===== config.mk =====
export PLATFORM = sky130hd
export DESIGN_NAME = wb_write_ctrl
export DESIGN_NICKNAME = d
export VERILOG_FILES = /design/src/rtl/wb_write_ctrl.sv
export SDC_FILE = /design/constraint.sdc
export NUM_CORES = 1
export LEC_CHECK = 0
export CORE_MARGIN = 3
export CORE_UTILIZATION = 40
export CTS_BUF_LIST = sky130_fd_sc_hd__clkbuf_4
export CTS_CLUSTER_DIAMETER = 40
export DETAILED_ROUTE_END_ITERATION = 6
export DONT_BUFFER_PORTS = 1
export GPL_TIMING_DRIVEN = 0
export SYNTH_ARGS = -nofsm -noshare
export SYNTH_HDL_FRONTEND = slang
export SYNTH_SLANG_ARGS = --single-unit

===== constraint.sdc =====
create_clock -name clk -period 6.5 [get_ports clk]
set_input_delay 0.65 -clock clk [delete_from_list [all_inputs] [get_ports clk]]
set_output_delay 0.65 -clock clk [all_outputs]
set_load 0.02 [all_outputs]

===== src/rtl/wb_write_ctrl.sv =====
// Write-back controller: merges ALU and load write requests into an in-order FIFO
// and retires at most one register-bank write per cycle, exporting a pending-write scoreboard.
module wb_write_ctrl #(
    parameter int unsigned WIDTH      = 32,
    parameter int unsigned NREG       = 32,
    parameter int unsigned AW         = $clog2(NREG),
    parameter int unsigned DEPTH      = 4,
    parameter bit          DISCARD_R0 = 1'b1
) (
    input  logic                       clk,
    input  logic                       rst_n,
    input  logic                       a_valid,
    output logic                       a_ready,
    input  logic [AW-1:0]              a_addr,
    input  logic [WIDTH-1:0]           a_data,
    input  logic                       m_valid,
    output logic                       m_ready,
    input  logic [AW-1:0]              m_addr,
    input  logic [WIDTH-1:0]           m_data,
    input  logic                       hold,
    output logic                       regwrite,
    output logic [NREG-1:0]            cp,
    output logic [WIDTH-1:0]           data,
    output logic [NREG-1:0]            busy,
    output logic [$clog2(DEPTH+1)-1:0] count,
    output logic                       empty,
    output logic                       full
);

    localparam int unsigned CW = $clog2(DEPTH + 1);
    localparam int unsigned PW = $clog2(DEPTH);

    typedef struct packed {
        logic [AW-1:0]    addr;
        logic [WIDTH-1:0] data;
    } wr_entry_t;

    wr_entry_t       mem [DEPTH];
    logic [PW-1:0]   rd_ptr;
    logic [PW-1:0]   wr_ptr;
    logic [PW-1:0]   m_slot;
    logic [CW-1:0]   count_q;
    logic [CW-1:0]   free_c;
    logic            a_drop;
    logic            m_drop;
    logic            a_push;
    logic            m_push;
    logic            pop;

    assign count = count_q;
    assign empty = (count_q == '0);
    assign full  = (count_q == CW'(DEPTH));

    // Space is judged on pre-pop occupancy so ready never depends on hold.
    assign free_c  = CW'(DEPTH) - count_q;
    assign a_ready = (free_c >= CW'(1));
    assign m_ready = (free_c >= (CW'(1) + CW'(a_valid)));

    assign a_drop = DISCARD_R0 && (a_addr == '0);
    assign m_drop = DISCARD_R0 && (m_addr == '0);
    assign a_push = a_valid & a_ready & ~a_drop;
    assign m_push = m_valid & m_ready & ~m_drop;
    assign pop    = (count_q != '0) & ~hold;

    // A is older than M when both enqueue on the same edge.
    assign m_slot = wr_ptr + PW'(a_push);

    always_ff @(posedge clk) begin
        if (a_push) begin
            mem[wr_ptr] <= '{addr: a_addr, data: a_data};
        end
        if (m_push) begin
            mem[m_slot] <= '{addr: m_addr, data: m_data};
        end
    end

    always_ff @(posedge clk or negedge rst_n) begin
        if (!rst_n) begin
            rd_ptr  <= '0;
            wr_ptr  <= '0;
            count_q <= '0;
        end else begin
            wr_ptr  <= wr_ptr + PW'(a_push) + PW'(m_push);
            rd_ptr  <= rd_ptr + PW'(pop);
            count_q <= count_q + CW'(a_push) + CW'(m_push) - CW'(pop);
        end
    end

    // Bank-facing registers; data holds its last value while idle.
    always_ff @(posedge clk or negedge rst_n) begin
        if (!rst_n) begin
            regwrite <= 1'b0;
            cp       <= '0;
            data     <= '0;
        end else if (pop) begin
            regwrite <= 1'b1;
            cp       <= NREG'(1) << mem[rd_ptr].addr;
            data     <= mem[rd_ptr].data;
        end else begin
            regwrite <= 1'b0;
            cp       <= '0;
        end
    end

    // Pending-write scoreboard: every live FIFO entry plus the write on the bank port.
    always_comb begin
        logic [PW-1:0] offset;
        busy   = regwrite ? cp : '0;
        offset = '0;
        for (int i = 0; i < int'(DEPTH); i++) begin
            offset = PW'(i) - rd_ptr;
            if (CW'(offset) < count_q) begin
                busy[mem[i].addr] = 1'b1;
            end
        end
    end

endmodule


==> impl_metrics.toml, run 1 <==
[logic_synthesis]
yosysUniqueCellTypes = 63
synth_common_cells = "edfxtp_1 (148), mux2_2 (104), mux2_4 (76)"
yosys.area_share.adder_pct = 1.82
yosysSeqAreaShare_pct = 52.8
synthTopCellsByArea = "edfxtp_1 (38%), dfrtp_1 (15%), mux2_2 (9.9%), mux2_4 (9.7%), mux4_2 (7.0%)"
synth_top_area_share_pct = 37.6
synth.avg_cell_area_um2 = 14.6
synth_seq_cells = 220
synth_top_family_by_area = "multiplexers"
synth_xor_area_share_pct = 0.508
syn_nets = 906
yosys.cell_count.top_type = "edfxtp_1"
netlist_area_mm2 = 0.0118
synthArstFlopShare_pct = 32.7
ys.flop_type = "edfxtp_1"
synth-compound-area-share_pct = 4.77
synth.area.mux_share_pct = 26.6
ys_warn_count = 0
yosys.area_share.simple_pct = 10.5
synth_edf_count = 148
syn_inst = 811
yosysTopAreaCell = "edfxtp_1"

[critical_path]
critical_path.top_delay_family = "buffers and inverters"
path_depth = 8
cp_common_cell = "buf_1"
crit_chain = "buf_1, buf_1, xnor2_1, ha_1, and2b_1, a211oi_1, a222oi_1, nand3_1"
cp.required_ns = 5.85
critPathLaunchType = "flip-flop"
crit_fanout = 10
r2r_cells = 12
arrival_ns = 4.85
crit_path_end_kind = "output pin"
worstPathBufferInverterCount = 2
crit_path_top_delay_cell = "a211oi_1"
crit_type = "reg2out"
max_stage_delay_ns = 1.03

[power]
p_int_w = 0.00465
clkPwrFrac_pct = 15.1
power_switching_w = 0.00328
seqPwrFrac_pct = 36.8
swShare_pct = 41.4
p_comb_share_pct = 48.1
p_leak_nw = 5.02
power.density_mw_per_mm2 = 598
ir_drop_mv = 0.313

[sta]
min_period_over_period_pct = 84.6
drv_slew = 0
worst_pin_slew_ns = 1.36
fin_ws_ns = 0.998
hold_viol_final = 0
slew_headroom_pct = 8.19
rsz0062_at_grt = "no"
finalSetupTns_ns = 0
setup_viol = 0
skew_ns = 0.0886
max_freq_mhz = 182
post-route-min-period_ns = 5.50

[cells_and_area]
multi_input_area_mm2 = 0.00527
syn2layout_area_growth_pct = 12.2
stdcell_count = 1314
drive_gt1_share_pct = 39.1
fin_nets = 975
fillCellCount = 2640
seqCellArea_mm2 = 0.00625

[detailed_routing]
drc = 0
vias = 7386
routedWlPerCell_um = 24.4
final_antenna_net_count = 0
vias_per_cell = 5.62
wirelength_um = 32100
dr.pass1.iters = 5
drt-initial-drc-count = 568

[global_route]
grt_pass1_vias = 7743
grt_pass1_wl_um = 47600
antenna_found_initial = 1
grt_usage_pct = 20.2
grt_overflow_total = 0
grt_max_degree = 73

[clocking]
cts_tree = "built"
post_cts_resized = 0
clock_tree.root_cell = "clkbuf_4"
numCtsBuffers = 60
clk_path_buf_depth = 3
path_clk_slew_ns = 0.07
clkLatencyLatePin_ns = 0.73
cts.sinks = 220
htreeDepth = 2
postCtsSetupBuffers = 0

[run_status]
run_status = "finished, final reports clean"

[die]
dieArea_mm2 = 0.0317
core_mm2 = 0.0289
ioPinCount = 183
chipWidth_um = 178
start_util_pct = 40.9
die_h_um = 178
rows = 62

[place]
dp_cells = 1200
place_ws_ns = 1.17
portBuffers = 0
hpwl_um = 22900
gp_congestion = 0.940

[hold_path]
hold_path_depth = 1
worst_hold_path_type = "in2reg"

[flow_run]
drv_cap = 0
==> sequential cells by signal, summed over array words and instances (netlist names) <==
| signal | flops |
|---|---|
| count | 3 |
| cp | 32 |
| data | 32 |
| mem | 148 |
| rd_ptr | 2 |
| regwrite | 1 |
| wr_ptr | 2 |
==> path summary, 6_finish.rpt <==
check | start | to | slack [ns]
setup / recovery | rd_ptr[1] | busy[31] | 1.0
hold / removal | a_data[15] | mem[3][15] | 0.14
setup reg to reg | count[0] | mem[3][1] | 1.27
hold reg to reg | rd_ptr[0] | rd_ptr[0] | 0.51
max in group asynchronous | rst_n | cp[16] | 5.55
min in group asynchronous | rst_n | data[16] | 0.52
==> per-stage QoR <==
step	power, W	area [um2]	hold slack (ns)	util [%]
after CTS	0.00802	13300	0.0585	45.8
after global placement	0.00664	12300	0.362	42.5
after global routing	0.00843	13300	0.0619	45.8
after detailed placement	0.00677	12500	0.363	43.1
after floorplan	0.00564	11800	0.354	-
final	0.00793	13300	0.138	45.8
==> power groups by stage <==
stage	Clock [W]	Combinational (W)	Sequential, W
after detailed placement	0	0.00381	0.00296
after CTS	0.00125	0.00384	0.00294
after global placement	0	0.00362	0.00302
after global routing	0.00132	0.00410	0.00300
final	0.00120	0.00381	0.00292
after floorplan	0	0.00281	0.00283
==> routing by layer <==
layer	global-route usage [%]	wire length (um)
met2	33.9	15800
met1	23.6	12100
met5	0	0
met3	8.19	3490
met4	6.41	633
==> worst reg2reg max path: cells and delay by family, from the launching register on <==
kind                     cells  cell delay [ns]
AO/OA/AOI/OAI                2             1.26
XOR/XNOR                     1             0.19
adder cells (fa/ha/maj)      3             0.84
buffers and inverters        4             0.77
flip-flops                   1             0.71
AND/OR/NAND/NOR              2             1.05
==> layout by cell type (no fill, tap or decap), types with 3 or more instances in the layout <==
cell	netlist	routed
buf_16	0	4
nand3_1	48	48
inv_1	17	17
nor3b_1	6	6
edfxtp_1	148	148
dfrtp_1	72	72
o2111ai_1	4	4
a22oi_1	25	25
buf_6	12	12
clkinv_1	0	16
buf_2	9	9
nor2b_1	15	15
xnor2_1	4	4
and3_1	3	3
nand2_1	36	36
clkbuf_4	0	85
mux4_2	37	37
nand2b_1	18	18
ha_1	14	14
clkinv_2	0	7
a222oi_1	10	10
a2111oi_4	3	3
and2_1	5	5
mux2_4	76	76
mux2_2	104	104
nor3_1	5	5
and3b_1	3	3
nor2_1	42	42
nand4_1	28	28
clkbuf_1	20	20
==> cell families after synthesis <==
logic type	count (synthesis)
AOI/OAI and AO/OA	60
xor gates and xnor gates	6
adders and majority gates	16
buffers and inverters	63
DFF	220
muxes	217
and+or+nand+nor	229
==> layout make-up <==
cell class | count | area share (%)
well taps | 384 | 3.62
clock buffers | 85 | 4.81
multi-input cells | 528 | 39.7
plain buffers | 46 | 2.13
repair buffers | 7 | 1.17
clock inverters | 26 | 0.962
flip-flops and latches | 220 | 47.1
inverters | 17 | 0.481
diodes | 1 | 0.0189
==> repair_timing <==
action,4_1_cts,5_1_grt
setup endpoints to repair,0,0
hold endpoints to repair,72,0
hold buffers,2,0
Power figures use the tool's default switching activity.
==> run 2, diff against run 1 <==
==> constraint.sdc (replaced) <==
create_clock -name clk -period 5.2 [get_ports clk]
set_input_delay 0.52 -clock clk [delete_from_list [all_inputs] [get_ports clk]]
set_output_delay 0.52 -clock clk [all_outputs]
set_load 0.02 [all_outputs]
==> run 2 against run 1 <==
Sequential power up 25%; global-route usage up 0.85 points; combinational power up 30%; largest cell class unchanged; power up 28%; clock skew down 0.0035 ns; sequential cell count unchanged; count of clock-buffer cells in the layout unchanged; utilization up 3.1 points.
==> impl_metrics.toml, run 2 (synthesized netlist as in run 1, its figures left out) <==
[global_route]
grt_pass1_wl_um = 49900
grt_max_degree = 73
antenna_found_initial = 1
grt_overflow_total = 0
grt_pass1_vias = 8226
grt_usage_pct = 21.1

[sta]
fin_ws_ns = 0.244
max_freq_mhz = 202
drv_slew = 0
worst_pin_slew_ns = 1.04
min_period_over_period_pct = 95.3
slew_headroom_pct = 29.9
skew_ns = 0.0850
post-route-min-period_ns = 4.96
hold_viol_final = 0
rsz0062_at_grt = "no"
hold_ws_ns = 0.0764
finalSetupTns_ns = 0
setup_viol = 0

[clocking]
postCtsSetupBuffers = 0
path_clk_slew_ns = 0.07
cts.sinks = 220
clkLatencyLatePin_ns = 0.73
clk_path_buf_depth = 3
htreeDepth = 2
clock_tree.root_cell = "clkbuf_4"
cts_tree = "built"
numCtsBuffers = 60

[hold_path]
hold_path_end = "mem[1][35]"
hold_path_depth = 1
hold_path.startpoint = "m_addr[3]"
worst_hold_path_type = "in2reg"

[place]
portBuffers = 0
place_ws_ns = -0.131
gp_congestion = 0.940
hpwl_um = 22900

[power]
ir_drop_mv = 0.381
power.density_mw_per_mm2 = 714
p_leak_nw = 5.39

[cells_and_area]
largest_reg_flops = 148
fin_nets = 1062
final_cell_mix = "edfxtp_1 (148), mux2_2 (104), dlygate4sd3_1 (88)"
drive_gt1_share_pct = 36.2
reg_top3 = "mem x148, cp x32, data x32"
regMostFlops = "mem"
final_common_cell = "edfxtp_1"
syn2layout_area_growth_pct = 19.8

[critical_path]
critPathLaunchType = "flip-flop"
arrival_ns = 5.40
cp.required_ns = 5.64
r2r-start = "count[0]"
r2r_slack_ns = 0.24
r2r-end = "mem[0][27]"
crit_path_end_kind = "flip-flop"
crit_fanout = 10
r2r_cells = 13
crit_type = "reg2reg"

[detailed_routing]
vias = 7758
final_antenna_net_count = 0
vias_per_cell = 5.54
routedWlPerCell_um = 23.7
drc = 0
drt-initial-drc-count = 664
dr.pass1.iters = 7
wirelength_um = 33300

[die]
core_mm2 = 0.0289
rows = 62
start_util_pct = 40.9
chipWidth_um = 178
dieArea_mm2 = 0.0317
die_h_um = 178
ioPinCount = 183

[run_status]
run_status = "finished, final reports clean"

[flow_run]
drv_cap = 0
==> run 2: metrics by stage <==
step	utilization [%]	total power (W)	cells	cell area (um2)
after detailed placement	43.1	0.00846	1200	12500
final	48.9	0.0101	1401	14200
after floorplan	-	0.00704	811	11800
after global placement	42.5	0.00830	1195	12300
after CTS	48.9	0.0102	1400	14200
after global routing	48.9	0.0107	1401	14200
==> run 2: power by group <==
group          internal [W]  leakage [nW]  switching [W]  total, W
combinational       0.00219          2.64        0.00276   0.00495
sequential          0.00299          2.29       0.000667   0.00366
clock              0.000765         0.455       0.000741   0.00151
==> run 2: critical path: stages (launching register included) <==
cell and delay, ns:
dfrtp_2 0.56, inv_1 0.12, ha_1 0.27, ha_1 0.31
or4b_2 0.74, o211ai_1 0.29, inv_1 0.19, ha_1 0.25
xnor2_2 0.29, or4b_4 0.52, buf_6 0.18, buf_6 0.18
mux2_4 0.30, dlygate4sd3_1 0.55
==> run 2: metal layers <==
layer  part of all wire (%)  wire length (um)  GRT usage [%]
met3                    9.2              3060           7.10
met4                    2.5               819           6.87
met1                     39             13000           25.4
met2                     49             16400           35.5
met5                      0                 0              0
==> run 2: worst max path at each step <==
stage | to | depth (start not counted) | start
after CTS | busy[23] | 8 | rd_ptr[1]
after detailed placement | mem[3][10] | 12 | count[0]
after global placement | mem[0][23] | 6 | count[0]
final | mem[0][27] | 13 | count[0]
after global routing | mem[0][27] | 13 | count[0]
after floorplan | mem[2][0] | 11 | count[0]
==> run 2: final cells by class <==
class	count	area [um2]
fillers	2583	14800
well taps	384	480
clock buffers	85	638
flip-flops and latches	220	6250
repair buffers	94	1030
multi-input cells	528	5290
inverters	17	63.8
plain buffers	46	284
diodes	1	2.50
clock inverters	26	128
==> run 2: repair_timing <==
| item | CTS | global route |
|---|---|---|
| resized for setup | 4 | 3 |
| cloned | 0 | 0 |
| hold buffers | 89 | 0 |
| endpoints found under the setup margin | 49 | 50 |
| pin swaps | 0 | 1 |
| hold endpoints to repair | 180 | 0 |
==> run 3, diff against run 2 <==
--- a/config.mk
+++ b/config.mk
@@ -5,6 +5,7 @@
 export SDC_FILE = /design/constraint.sdc
 export NUM_CORES = 1
 export LEC_CHECK = 0
+export CAP_MARGIN = 20
 export CORE_MARGIN = 3
 export CORE_UTILIZATION = 40
 export CTS_BUF_LIST = sky130_fd_sc_hd__clkbuf_4
==> run 3 against run 2 <==
The flow now finishes with violations (DRC); setup slack got worse by 0.026 ns; register-to-register slack got worse by 0.03 ns; non-clock buffer count up 26; clock power about the same; sequential cell count unchanged; cell count up 1.4%; maximum frequency decreased by 0.53%; via count increased by 1.0%; sequential share of layout area shrank 0.66 points; power up 0.45%; critical path depth unchanged; critical endpoint is now mem[0][20]; largest cell class unchanged.
==> impl_metrics.toml, run 3 (synthesized netlist as in run 1, its figures left out) <==
[cells_and_area]
reg_top3 = "mem x148, cp x32, data x32"
fillCellCount = 2552
stdcell_count = 1421
regMostFlops = "mem"
fin_nets = 1086
final_common_cell = "edfxtp_1"
drive_gt1_share_pct = 35.3
fin_area_mm2 = 0.0144
largest_reg_flops = 148
syn2layout_area_growth_pct = 21.5
final_cell_mix = "edfxtp_1 (148), dlygate4sd3_1 (109), mux2_2 (104)"

[sta]
fin_ws_ns = 0.218
drv_slew = 0
post-route-min-period_ns = 4.98
max_freq_mhz = 201
min_period_over_period_pct = 95.8
skew_ns = 0.0948
slew_headroom_pct = 30.9
worst_pin_slew_ns = 1.03
setup_viol = 0
hold_viol_final = 0
rsz0062_at_grt = "no"

[hold_path]
worst_hold_path_type = "in2reg"

[critical_path]
crit_chain = "inv_1, ha_1, ha_1, or4b_2, o211ai_1, inv_1, ha_1, xnor2_2, or4b_4, buf_6, buf_6, mux2_4, dlygate4sd3_1"
crit_fanout = 10
cp.required_ns = 5.64
worstPathBufferInverterCount = 5
crit_path_end_kind = "flip-flop"
critPathLaunchType = "flip-flop"
crit_type = "reg2reg"
critical_path.top_delay_family = "buffers and inverters"
arrival_ns = 5.42
max_stage_delay_ns = 0.75
crit_path_top_delay_cell = "or4b_2"
cp_common_cell = "ha_1"

[clocking]
cts_tree = "built"
clkLatencyLatePin_ns = 0.74
htreeDepth = 2
path_clk_slew_ns = 0.07
clock_tree.root_cell = "clkbuf_4"
numCtsBuffers = 58
clk_path_buf_depth = 3
cts.sinks = 220

[detailed_routing]
dr.pass1.iters = 7
routedWlPerCell_um = 23.7
drc = 8
wirelength_um = 33700
drt-initial-drc-count = 559
vias_per_cell = 5.52
vias = 7839
final_antenna_net_count = 0

[global_route]
grt_pass1_vias = 8201
grt_usage_pct = 20.9
grt_overflow_total = 0
grt_pass1_wl_um = 49700
grt_max_degree = 73
antenna_found_initial = 1

[power]
seqPwrFrac_pct = 36.0
p_comb_share_pct = 49.5
clkPwrFrac_pct = 14.6
p_int_w = 0.00598
power_switching_w = 0.00418
swShare_pct = 41.1
p_leak_nw = 5.49
power.density_mw_per_mm2 = 707
ir_drop_mv = 0.373

[place]
hpwl_um = 23000
gp_congestion = 0.940
place_ws_ns = 0.108
dpl_cell_area_mm2 = 0.0125
dp_cells = 1203
portBuffers = 0

[die]
dieArea_mm2 = 0.0317
chipWidth_um = 178
ioPinCount = 183
start_util_pct = 40.9
die_h_um = 178
rows = 62
core_mm2 = 0.0289

[run_status]
run_status = "finished with violations"
violations = "DRC"

[flow_run]
drv_cap = 0
## run 3: cell type report
type	instances	area [um2]	share of cell area (%)
inverter	17	63.8	0.444
timing repair buffer	120	1280	8.91
buffer	46	290	2.02
antenna	1	2.50	0.0174
tap	384	480	3.34
multi-input combinational	528	5270	36.7
clock buffer	83	623	4.34
sequential	220	6250	43.5
clock inverter	22	111	0.775
## run 3: per-stage QoR
| stage | hold slack, ns | total power (W) | setup TNS (ns) | utilization [%] |
|---|---|---|---|---|
| 2_1_floorplan | 0.224 | 0.00704 | 0 | - |
| 3_3_place_gp | 0.232 | 0.00830 | -231.65 | 42.5 |
| 3_5_place_dp | 0.233 | 0.00849 | 0 | 43.2 |
| 4_1_cts | 0.0000467 | 0.0102 | 0 | 48.8 |
| 5_1_grt | -0.0000774 | 0.0108 | 0 | 49.7 |
| 6_report | 0.0560 | 0.0102 | 0 | 49.7 |
## run 3: power groups by stage
stage / clock [W] / sequential (W) / combinational (W)
floorplan: 0 / 0.00354 / 0.00351
global placement: 0 / 0.00378 / 0.00452
detailed placement: 0 / 0.00370 / 0.00479
CTS: 0.00153 / 0.00366 / 0.00499
global route: 0.00163 / 0.00375 / 0.00539
finish: 0.00148 / 0.00365 / 0.00502
## run 3: what timing repair did
item                                    in CTS  in global routing
resized for setup                            1                  3
pin swaps                                    0                  1
endpoints found under the setup margin       7                 63
hold buffers                                87                 23
setup buffers                                0                  2
endpoints found under the hold margin      169                 14
cloned                                       0                  0
## run 3: metal layers
| layer | wire length (um) | part of all wire, % | vias to the layer above | GRT usage [%] |
|---|---|---|---|---|
| li1 | - | - | 3565 | - |
| met1 | 13100 | 39 | 3905 | 24.8 |
| met2 | 16800 | 50 | 307 | 35.8 |
| met3 | 3100 | 9.2 | 62 | 7.55 |
| met4 | 683 | 2.0 | 0 | 5.92 |
| met5 | 0 | 0 | - | 0 |
## run 3: worst paths after layout
check / start / to / slack, ns / cells after the start
max: count[1] / mem[0][20] / 0.22 / 13
min: m_data[22] / mem[1][22] / 0.06 / 1
max reg2reg: count[1] / mem[0][20] / 0.22 / 13
min reg2reg: rd_ptr[0] / rd_ptr[0] / 0.51 / 1
max in group asynchronous: rst_n / cp[4] / 4.43 / 2
min in group asynchronous: rst_n / data[8] / 0.34 / 2
## run 3: worst reg2reg max path, cell delays in order, from the launching register on
cell	delay, ns
dfrtp_1	0.54
inv_1	0.25
ha_1	0.29
ha_1	0.32
or4b_2	0.75
o211ai_1	0.21
inv_1	0.15
ha_1	0.24
xnor2_2	0.30
or4b_4	0.52
buf_6	0.18
buf_6	0.18
mux2_4	0.31
dlygate4sd3_1	0.56
